$ cat src/rtl/sub_slice_sequencer_pkg.sv
// Shared constants and state encoding for the serial 32-bit subtract engine.
package sub_seq_pkg;

  localparam int SLICE_W = 8;

  typedef enum logic [1:0] {
    IDLE = 2'd0,
    RUN  = 2'd1,
    DONE = 2'd2
  } state_e;

  // Slice counter width; never narrower than one bit.
  function automatic int cnt_w(input int num_slices);
    return (num_slices > 1) ? $clog2(num_slices) : 1;
  endfunction

endpackage

$ cat src/rtl/sub_slice_sequencer_subtractor8bit.sv
// Existing 8-bit ripple subtract slice: diff = a - b - bin, bout = borrow out.
module subtractor8bit (
  input  logic [7:0] a,
  input  logic [7:0] b,
  input  logic       bin,
  output logic [7:0] diff,
  output logic       bout
);

  logic [8:0] w_full;

  assign w_full = {1'b0, a} - {1'b0, b} - {8'd0, bin};
  assign diff   = w_full[7:0];
  assign bout   = w_full[8];

endmodule

$ cat src/rtl/sub_slice_sequencer.sv
// 32-bit subtractor that reuses one 8-bit slice over NUM_SLICES cycles,
// carrying the borrow between slices in a register.
module sub_slice_sequencer
  import sub_seq_pkg::*;
#(
  parameter int WIDTH   = 32,
  parameter int SLICE_W = sub_seq_pkg::SLICE_W
) (
  input  logic             clk,
  input  logic             rst_n,
  input  logic             in_valid,
  output logic             in_ready,
  input  logic [WIDTH-1:0] subtractor_in0,
  input  logic [WIDTH-1:0] subtractor_in1,
  input  logic             borrow_in,
  input  logic             abort,
  output logic             out_valid,
  input  logic             out_ready,
  output logic [WIDTH-1:0] subtractor_out,
  output logic             borrow_out,
  output logic             busy
);

  localparam int NUM_SLICES = WIDTH / SLICE_W;
  localparam int CNT_W      = cnt_w(NUM_SLICES);
  localparam logic [CNT_W-1:0] LAST_CNT = CNT_W'(NUM_SLICES - 1);

  if (WIDTH % SLICE_W != 0) begin : g_width_chk
    $error("sub_slice_sequencer: WIDTH must be a multiple of SLICE_W");
  end

  state_e             r_state;
  logic [CNT_W-1:0]   r_cnt;
  logic [WIDTH-1:0]   r_a;
  logic [WIDTH-1:0]   r_b;
  logic [WIDTH-1:0]   r_res;
  logic               r_borrow;

  logic [SLICE_W-1:0] w_diff;
  logic               w_bout;

  subtractor8bit u_slice (
    .a    (r_a[SLICE_W-1:0]),
    .b    (r_b[SLICE_W-1:0]),
    .bin  (r_borrow),
    .diff (w_diff),
    .bout (w_bout)
  );

  // Result fills from the MSB end so the last slice lands in the top byte.
  always_ff @(posedge clk or negedge rst_n) begin
    if (!rst_n) begin
      r_state  <= IDLE;
      r_cnt    <= '0;
      r_a      <= '0;
      r_b      <= '0;
      r_res    <= '0;
      r_borrow <= 1'b0;
    end else if (abort) begin
      r_state <= IDLE;
    end else begin
      case (r_state)
        IDLE: if (in_valid) begin
          r_a      <= subtractor_in0;
          r_b      <= subtractor_in1;
          r_borrow <= borrow_in;
          r_cnt    <= '0;
          r_state  <= RUN;
        end
        RUN: begin
          r_res    <= {w_diff, r_res[WIDTH-1:SLICE_W]};
          r_a      <= r_a >> SLICE_W;
          r_b      <= r_b >> SLICE_W;
          r_borrow <= w_bout;
          r_cnt    <= r_cnt + 1'b1;
          if (r_cnt == LAST_CNT) r_state <= DONE;
        end
        DONE: if (out_ready) r_state <= IDLE;
        default: r_state <= IDLE;
      endcase
    end
  end

  assign in_ready       = (r_state == IDLE);
  assign out_valid      = (r_state == DONE);
  assign busy           = (r_state == RUN) || (r_state == DONE);
  assign subtractor_out = r_res;
  assign borrow_out     = r_borrow;

endmodule
$ cat config.mk
export PLATFORM = sky130hd
export DESIGN_NAME = sub_slice_sequencer
export DESIGN_NICKNAME = d
export VERILOG_FILES = /design/src/rtl/sub_slice_sequencer_pkg.sv /design/src/rtl/sub_slice_sequencer_subtractor8bit.sv /design/src/rtl/sub_slice_sequencer.sv
export SDC_FILE = /design/constraint.sdc
export NUM_CORES = 1
export LEC_CHECK = 0
export BUFFER_PORTS_ARGS = -buffer_cell sky130_fd_sc_hd__buf_2
export CAP_MARGIN = 20
export CORE_MARGIN = 2
export CORE_UTILIZATION = 45
export CTS_BUF_LIST = sky130_fd_sc_hd__clkbuf_8
export DETAILED_ROUTE_END_ITERATION = 7
export GPL_ROUTABILITY_DRIVEN = 0
export GPL_TIMING_DRIVEN = 0
export MAX_ROUTING_LAYER = met4
export PLACE_DENSITY = 0.77
export SKIP_LAST_GASP = 1
export SLEW_MARGIN = 20
export SYNTH_ARGS = -nofsm -noshare
export SYNTH_HDL_FRONTEND = slang
export SYNTH_SLANG_ARGS = --single-unit
$ cat constraint.sdc
create_clock -name clk -period 5.71 [get_ports clk]
set_input_delay 1.713 -clock clk [delete_from_list [all_inputs] [get_ports clk]]
set_output_delay 1.713 -clock clk [all_outputs]
set_load 0.005 [all_outputs]
==> results of run 1 <==
-- worst register-to-register path, delay by kind of cell (launching register included) --
family	cells	cell delay, ps
flops	1	390
buf+inv	1	80
fa+ha+maj	2	900
simple gates	3	530
compound gates	1	210
-- report_power, final --
group | internal (W) | total, W | switching (W)
clock network | 0.000254 | 0.000513 | 0.000258
registers | 0.00104 | 0.00123 | 0.000197
logic | 0.000669 | 0.00152 | 0.000847
-- metal layers --
metal / track usage, % / vias to the layer above
met5: - / -
met4: 6.319 / 0
met3: 4.479 / 13
met2: 34.37 / 106
met1: 24.60 / 1756
li1: - / 1906
-- sequential cells by signal, indices dropped and copies added (netlist names) --
register	flops
r_cnt	2
r_b	32
r_state	2
subtractor_out	32
borrow_out	1
r_a	32
-- logic make-up (layout without fill, tap and decap cells) --
family / Yosys count / count (layout)
and+or+nand+nor: 206 / 206
DFF: 101 / 101
AOI/OAI and AO/OA: 70 / 70
buffers and inverters: 55 / 177
muxes: 52 / 52
adders and majority gates: 21 / 21
xor gates and xnor gates: 5 / 5
-- area by class of cell --
cell class | count | area [µm²] | area share (%)
Tap cell | 136 | 170.2 | 2.923
Timing Repair Buffer | 106 | 559.3 | 9.607
Inverter | 26 | 97.59 | 1.676
Sequential cell | 101 | 2527 | 43.41
Clock buffer | 9 | 123.9 | 2.128
Clock inverter | 7 | 108.9 | 1.870
Buffer | 29 | 130.1 | 2.235
Multi-Input combinational cell | 354 | 2105 | 36.15
-- path summary, 6_finish.rpt --
check	startpoint	to	slack, ps
hold reg to reg	r_a[25]$_DFFE_PN0P_	r_a[25]$_DFFE_PN0P_	480
hold / removal	r_a[25]$_DFFE_PN0P_	r_a[25]$_DFFE_PN0P_	480
setup reg to reg	borrow_out$_DFFE_PN0P_	borrow_out$_DFFE_PN0P_	3490
setup / recovery	r_state[1]$_DFFE_PN0P_	in_ready	2670
max in group asynchronous	rst_n	r_b[11]$_DFFE_PN0P_	3870
min in group asynchronous	rst_n	borrow_out$_DFFE_PN0P_	1230
-- per-stage QoR --
step,power (W),utilization (%),cells
floorplan,0.002304,-,510
global placement,0.002682,53.33,751
detailed placement,0.002772,53.66,752
CTS,0.003291,55.89,768
global route,0.003575,55.89,768
finish,0.003261,55.89,768
-- cell usage in the layout (no fill, tap or decap), types with 2 or more instances in the layout --
master | synthesis | final
a21oi_1 | 6 | 6
a31oi_1 | 2 | 2
buf_1 | 3 | 3
buf_2 | 11 | 115
buf_6 | 1 | 2
bufinv_16 | 0 | 2
clkbuf_1 | 14 | 14
clkbuf_8 | 0 | 9
dfrtp_1 | 101 | 101
fa_1 | 2 | 2
ha_1 | 19 | 19
inv_1 | 26 | 27
mux2i_1 | 52 | 52
nand2_1 | 163 | 163
nand2b_1 | 3 | 3
nand3_1 | 2 | 2
nand3b_1 | 21 | 21
nor2_1 | 6 | 6
nor2b_1 | 2 | 2
nor3_1 | 2 | 2
o21ai_0 | 53 | 53
o21ai_1 | 4 | 4
xnor2_1 | 4 | 4
==> flow_summary.toml, run 1 <==
[drt]
met2WireLength_mm = 5.027
highest_layer = "met4"
drt-met1-wl_mm = 4.780
dr.pass1.iters = 4
drc_errors = 0
vias_per_cell = 4.923
final_antenna_net_count = 0
wl_mm = 10.58
initialDrtViolationCount = 174
route.met3.wl_um = 609
vias = 3781
avgRoutedWirePerCell_um = 13.77

[critical_path]
cp.depth = 3
worst_path_max_delay_cell = "dfrtp_1"
worst_path_largest_cell_delay_ps = 410
worst_ep_arrival_time_ps = 1330
critical_path.top_delay_family = "flip-flops"
crit_chain = "inv_1 -> ha_1 -> buf_2"
cp-end-kind = "output port"
crit_buf_inv = 2
rr_worst_depth = 7
path_class = "reg2out"
required_ps = 4000
start_kind = "register"
worst-path-max-fanout = 6

[hold_path]
hold_depth = 2
hold_path.class = "reg2reg"

[pwr]
power.density_mw_per_mm2 = 560.1
ir_drop_v = 0.0002333
p_leak_nw = 3.016

[clocking]
cts-resized-gates = 0
cts_buffer_depth = 2
clkLatencyLatePin_ps = 370
cts.sinks = 101
clk_pin_slew_ps = 100
cts_tree = "done"
cts_setup_buffers = 0
cts_buffers = 9
hold_buffers = 0
htreeDepth = 3
cts-root-buf = "clkbuf_8"

[place]
hpwl_mm = 8.134
place_worst_setup_slack_ps = 2575
portBuffers = 105
dpl-instance-area_mm2 = 0.005589

[logic_synthesis]
syn_area_per_cell_um2 = 9.529
yosys_warnings = 0
async_flop_share_pct = 100.0
synth_common_cells = "nand2_1, dfrtp_1, o21ai_0"
synth_edf_count = 0
synth_compound_area_share_pct = 7.647
syn_area_mm2 = 0.004860
synth_top_area_cell = "dfrtp_1"
synth-xor-area-share_pct = 0.9011
yosys.cell_types.count = 34
synth_adder_area_share_pct = 5.716
synth_most_common_cell = "nand2_1"
synth_top_area_share_pct = 52.01
synth_top_family_by_area = "simple AND/OR/NAND/NOR gates"
synth_mux_area_share_pct = 10.71
synthFlopType = "dfrtp_1"
synth-simple-area-share_pct = 18.33
synth_seq_cells = 101
synth_seq_area_share_pct = 52.01
yosys-top-cells-area = "dfrtp_1, nand2_1, mux2i_1"
syn_inst = 510
syn_nets = 601

[global_routing]
first_global_vias = 3885
grt_max_degree = 65
antenna_found_initial = 0
grtUsageTotal_pct = 20.41
grt_first_pass_wirelength_mm = 18.18
gr-total-overflow = 0

[finish]
n_antenna_cell = 0
final_area_mm2 = 0.005822
area_delta_synth_final_pct = 19.80
nets = 718
drive_gt1_share_pct = 21.36
n_fill_cell = 952

[run]
max_cap_violations = 0

[floorplan]
dieArea_mm2 = 0.01165
die_w_um = 107.9
io-pin-count = 106
initial_utilization_pct = 46.65
die_y_um = 107.9
coreArea_mm2 = 0.01042
core.rowCount = 37

[sta]
fin_skew_ps = 13.99
setup_violations = 0
final.setup.tns_ps = 0
fin_crit_sh_pct = 53.26
hold_violations = 0
tightest_slew_ps = 715.0
slew_headroom_pct = 52.34
worst_slack_ps = 2669
fmax_mhz = 328.8
rsz0062_at_grt = "no"
period_minus_slack_ps = 3041
maxSlewViolCount = 0
hold_ws_ps = 477.5

[run_status]
status = "finished clean"
No activity file was read; power rests on OpenSTA's default activity.
==> inputs of run 2 (changes only) <==
--- a/config.mk
+++ b/config.mk
@@ -14,7 +14,7 @@
 export GPL_ROUTABILITY_DRIVEN = 0
 export GPL_TIMING_DRIVEN = 0
 export MAX_ROUTING_LAYER = met4
-export PLACE_DENSITY = 0.77
+export PLACE_DENSITY = 0.8
 export SKIP_LAST_GASP = 1
 export SLEW_MARGIN = 20
 export SYNTH_ARGS = -nofsm -noshare
==> constraint.sdc (replaced) <==
create_clock -name clk -period 2.5 [get_ports clk]
set_input_delay 0.75 -clock clk [delete_from_list [all_inputs] [get_ports clk]]
set_output_delay 0.75 -clock clk [all_outputs]
set_load 0.005 [all_outputs]
==> flow_summary.toml, run 2 (synthesis results as in run 1) <==
[place]
place_worst_setup_slack_ps = 338.4
placed_cells = 752
portBuffers = 105
hpwl_mm = 8.243

[finish]
layout_commonest_cell = "nand2_1"
final_cell_mix = "nand2_1, buf_2, dfrtp_1"
drive_gt1_share_pct = 21.39
area_delta_synth_final_pct = 19.26
n_antenna_cell = 0
nets = 718
final_cells = 767

[clocking]
cts_buffers = 9
htreeDepth = 3
clk_pin_slew_ps = 100
cts-resized-gates = 0
cts_setup_buffers = 0
hold_buffers = 0
cts-root-buf = "clkbuf_8"
cts.sinks = 101
cts_tree = "done"
clkLatencyLatePin_ps = 370
cts_buffer_depth = 2

[critical_path]
required_ps = 2800
start_kind = "register"
path_class = "reg2reg"
worst-path-max-fanout = 10
critical_path.top_delay_family = "buffers and inverters"
worst_ep_arrival_time_ps = 2480
worst_path_largest_cell_delay_ps = 470
cp-end-kind = "register"
crit_chain = "inv_1 -> ha_1 -> buf_2 -> mux2i_1 -> nor2_2 -> clkbuf_1 -> nand3_1 -> nand2_1"
worst_path_max_delay_cell = "clkbuf_1"
crit_buf_inv = 3

[drt]
vias_per_cell = 4.969
avgRoutedWirePerCell_um = 14.10
wl_mm = 10.81
drc_errors = 0
vias = 3811
final_antenna_net_count = 0
dr.pass1.iters = 4
initialDrtViolationCount = 204

[floorplan]
coreArea_mm2 = 0.01042
dieArea_mm2 = 0.01165
core.rowCount = 37
io-pin-count = 106
die_w_um = 107.9
initial_utilization_pct = 46.65
die_y_um = 107.9

[pwr]
power.density_mw_per_mm2 = 1273
p_leak_nw = 2.996
power_w = 0.007378
ir_drop_v = 0.0005718

[sta]
period_minus_slack_ps = 2176
slew_headroom_pct = 51.25
setup_violations = 0
hold_violations = 0
rsz0062_at_grt = "no"
maxSlewViolCount = 0
fin_skew_ps = 15.46
fin_crit_sh_pct = 87.04
final.setup.tns_ps = 0
fmax_mhz = 459.6
worst_slack_ps = 324.0
hold_ws_ps = 278.5
tightest_slew_ps = 731.3

[global_routing]
busiest_layer = "met2"
gr-total-overflow = 0
grt_max_degree = 65
grt_first_pass_wirelength_mm = 18.22
first_global_vias = 3898
grt.met1_usage_pct = 25.27
grtUsageTotal_pct = 20.43
grt.met3_usage_pct = 4.661
antenna_found_initial = 0
use_met2_pct = 35.27

[hold_path]
hold_path.class = "in2async"

[run_status]
status = "finished clean"

[run]
max_cap_violations = 0
## run 2: cell count changes in the layout (fill, tap and decap cells not counted), sizes merged
| cell | previous run | this run |
|---|---|---|
| bufinv | 2 | 1 |
| clkinvlp | 0 | 1 |
| inv | 29 | 28 |
## run 2: metal layers
| layer | share of wire [%] | up-vias |
|---|---|---|
| met5 | 0 | - |
| met4 | 0.55 | 0 |
| met3 | 5.9 | 7 |
| met2 | 49 | 106 |
| met1 | 44 | 1791 |
| li1 | - | 1907 |
## run 2: final cells by class
cell class,instances,area [µm²]
clock buffer,9,123.9
buffer,29,130.1
fill,936,4621
sequential,101,2527
tap,136,170.2
multi-input combinational,354,2105
inverter,26,97.59
timing repair buffer,106,559.3
clock inverter,6,82.58
## run 2: worst paths after layout
| check | from | endpoint | slack [ps] | cells past startpoint |
|---|---|---|---|---|
| setup / recovery | r_state[1]$_DFFE_PN0P_ | r_cnt[1]$_DFFE_PN0P_ | 320 | 8 |
| hold / removal | rst_n | r_a[1]$_DFFE_PN0P_ | 280 | 1 |
| setup reg to reg | r_state[1]$_DFFE_PN0P_ | r_cnt[1]$_DFFE_PN0P_ | 320 | 8 |
| hold reg to reg | subtractor_out[7]$_DFFE_PN0P_ | subtractor_out[7]$_DFFE_PN0P_ | 480 | 2 |
| max in group asynchronous | rst_n | r_b[13]$_DFFE_PN0P_ | 1600 | 2 |
| min in group clk | subtractor_out[7]$_DFFE_PN0P_ | subtractor_out[7]$_DFFE_PN0P_ | 480 | 2 |
## run 2: where the power goes
| group | total (W) | internal, W | switching, W |
|---|---|---|---|
| sequential | 0.00282 | 0.00237 | 0.000458 |
| clock | 0.00107 | 0.000478 | 0.000594 |
| combinational | 0.00348 | 0.00153 | 0.00195 |
| total | 0.00738 | 0.00438 | 0.00300 |
## run 2: stage by stage
step           util, %  cell area, µm²
6_report         55.64            5796
3_5_place_dp     53.66            5589
3_3_place_gp     53.33            5555
4_1_cts          55.64            5796
5_1_grt          55.64            5796
2_1_floorplan        -            4860
==> inputs of run 3 (changes only) <==
--- a/config.mk
+++ b/config.mk
@@ -5,16 +5,18 @@
 export SDC_FILE = /design/constraint.sdc
 export NUM_CORES = 1
 export LEC_CHECK = 0
-export BUFFER_PORTS_ARGS = -buffer_cell sky130_fd_sc_hd__buf_2
 export CAP_MARGIN = 20
+export CELL_PAD_IN_SITES_DETAIL_PLACEMENT = 0
+export CELL_PAD_IN_SITES_GLOBAL_PLACEMENT = 1
 export CORE_MARGIN = 2
 export CORE_UTILIZATION = 45
 export CTS_BUF_LIST = sky130_fd_sc_hd__clkbuf_8
 export DETAILED_ROUTE_END_ITERATION = 7
+export DONT_BUFFER_PORTS = 1
 export GPL_ROUTABILITY_DRIVEN = 0
 export GPL_TIMING_DRIVEN = 0
 export MAX_ROUTING_LAYER = met4
-export PLACE_DENSITY = 0.8
+export PLACE_DENSITY = 0.87
 export SKIP_LAST_GASP = 1
 export SLEW_MARGIN = 20
 export SYNTH_ARGS = -nofsm -noshare
==> flow_summary.toml, run 3 (synthesis results as in run 1) <==
[clocking]
cts_buffers = 9
cts.sinks = 101
htreeDepth = 3
clkLatencyLatePin_ps = 370
cts_setup_buffers = 0
cts-root-buf = "clkbuf_8"
hold_buffers = 0
clk_pin_slew_ps = 100
cts_buffer_depth = 2
cts-resized-gates = 0
cts_tree = "done"

[critical_path]
path_class = "reg2reg"
worst-path-max-fanout = 3
start_kind = "register"
required_ps = 2750
cp-end-kind = "register"
worst_ep_arrival_time_ps = 2500

[floorplan]
core.rowCount = 37
die_w_um = 107.9
coreArea_mm2 = 0.01042
io-pin-count = 106
dieArea_mm2 = 0.01165
initial_utilization_pct = 46.65
die_y_um = 107.9

[pwr]
power.density_mw_per_mm2 = 1332
p_int_w = 0.004071
power_w = 0.006938
netSwitchingFraction_pct = 41.32
pwr-share-seq_pct = 41.5
power_frac_clock_pct = 14.2
p_leak_nw = 2.529
pwr-share-comb_pct = 44.3
ir_drop_v = 0.0005582
p_switching_w = 0.002867

[global_routing]
gr-total-overflow = 0
grt_first_pass_wirelength_mm = 17.31
first_global_vias = 3607
antenna_found_initial = 0
grt_max_degree = 102
grtUsageTotal_pct = 19.59

[sta]
rsz0062_at_grt = "no"
slew_headroom_pct = 51.32
setup_violations = 0
maxSlewViolCount = 0
period_minus_slack_ps = 2242
hold_violations = 0
final.setup.tns_ps = 0
fmax_mhz = 446.0
fin_skew_ps = 13.55
worst_slack_ps = 257.9
hold_ws_ps = 58.22
tightest_slew_ps = 730.2
fin_crit_sh_pct = 89.68

[drt]
final_antenna_net_count = 0
vias = 3447
initialDrtViolationCount = 131
vias_per_cell = 5.215
avgRoutedWirePerCell_um = 15.61
wl_mm = 10.32
dr.pass1.iters = 4
drc_errors = 0

[finish]
nets = 612
layout_commonest_cell = "nand2_1"
n_antenna_cell = 0
final_area_mm2 = 0.005210
final_cell_mix = "nand2_1, dfrtp_1, o21ai_0"
area_delta_synth_final_pct = 7.209
drive_gt1_share_pct = 5.524

[place]
portBuffers = 0
place_worst_setup_slack_ps = 276.9
dpl-instance-area_mm2 = 0.005030
hpwl_mm = 7.747

[run_status]
status = "finished clean"

[hold_path]
hold_path.class = "in2async"

[run]
max_cap_violations = 0
==> run 3: cell type report <==
type | count | area, µm²
clock buffer | 9 | 123.9
buffer | 29 | 130.1
fill | 969 | 5206
multi-input combinational | 354 | 2105
inverter | 26 | 97.59
tap | 136 | 170.2
clock inverter | 6 | 56.30
sequential | 101 | 2527
==> run 3: power by group through the flow <==
stage | logic, W | clock network, W | registers (W)
6_report | 0.00307 | 0.000986 | 0.00288
5_1_grt | 0.00358 | 0.00109 | 0.00299
4_1_cts | 0.00312 | 0.00100 | 0.00289
3_5_place_dp | 0.00310 | 0 | 0.00293
3_3_place_gp | 0.00298 | 0 | 0.00288
2_1_floorplan | 0.00250 | 0 | 0.00277
==> run 3: stage by stage <==
step | instances | util [%]
CTS | 661 | 50.02
floorplan | 510 | -
global placement | 646 | 48.29
finish | 661 | 50.02
detailed placement | 646 | 48.29
global route | 661 | 50.02
==> run 3: worst paths after layout <==
check | endpoint | cells past startpoint | slack (ps) | from
max reg2reg | subtractor_out[31]$_DFFE_PN0P_ | 7 | 260 | borrow_out$_DFFE_PN0P_
min | subtractor_out[2]$_DFFE_PN0P_ | 0 | 60 | rst_n
max in group asynchronous | r_b[10]$_DFFE_PN0P_ | 0 | 2270 | rst_n
min in group clk | r_state[1]$_DFFE_PN0P_ | 1 | 440 | abort
max | subtractor_out[31]$_DFFE_PN0P_ | 7 | 260 | borrow_out$_DFFE_PN0P_
min reg2reg | r_a[31]$_DFFE_PN0P_ | 2 | 480 | r_a[31]$_DFFE_PN0P_
==> run 3: worst max-delay path, cell delays in order, from the launching register on <==
cell	delay, ps
dfrtp_1	450
inv_1	90
fa_1	480
ha_1	290
o21ai_0	100
a211oi_1	430
a31oi_1	130
nand3b_1	170
==> run 3: routing by layer <==
| layer | vias up | global-route usage [%] | part of all wire [%] |
|---|---|---|---|
| li1 | 1696 | - | - |
| met1 | 1646 | 22.30 | 43 |
| met2 | 95 | 33.42 | 49 |
| met3 | 10 | 6.840 | 7.6 |
| met4 | 0 | 4.304 | 0.96 |
| met5 | - | - | 0 |
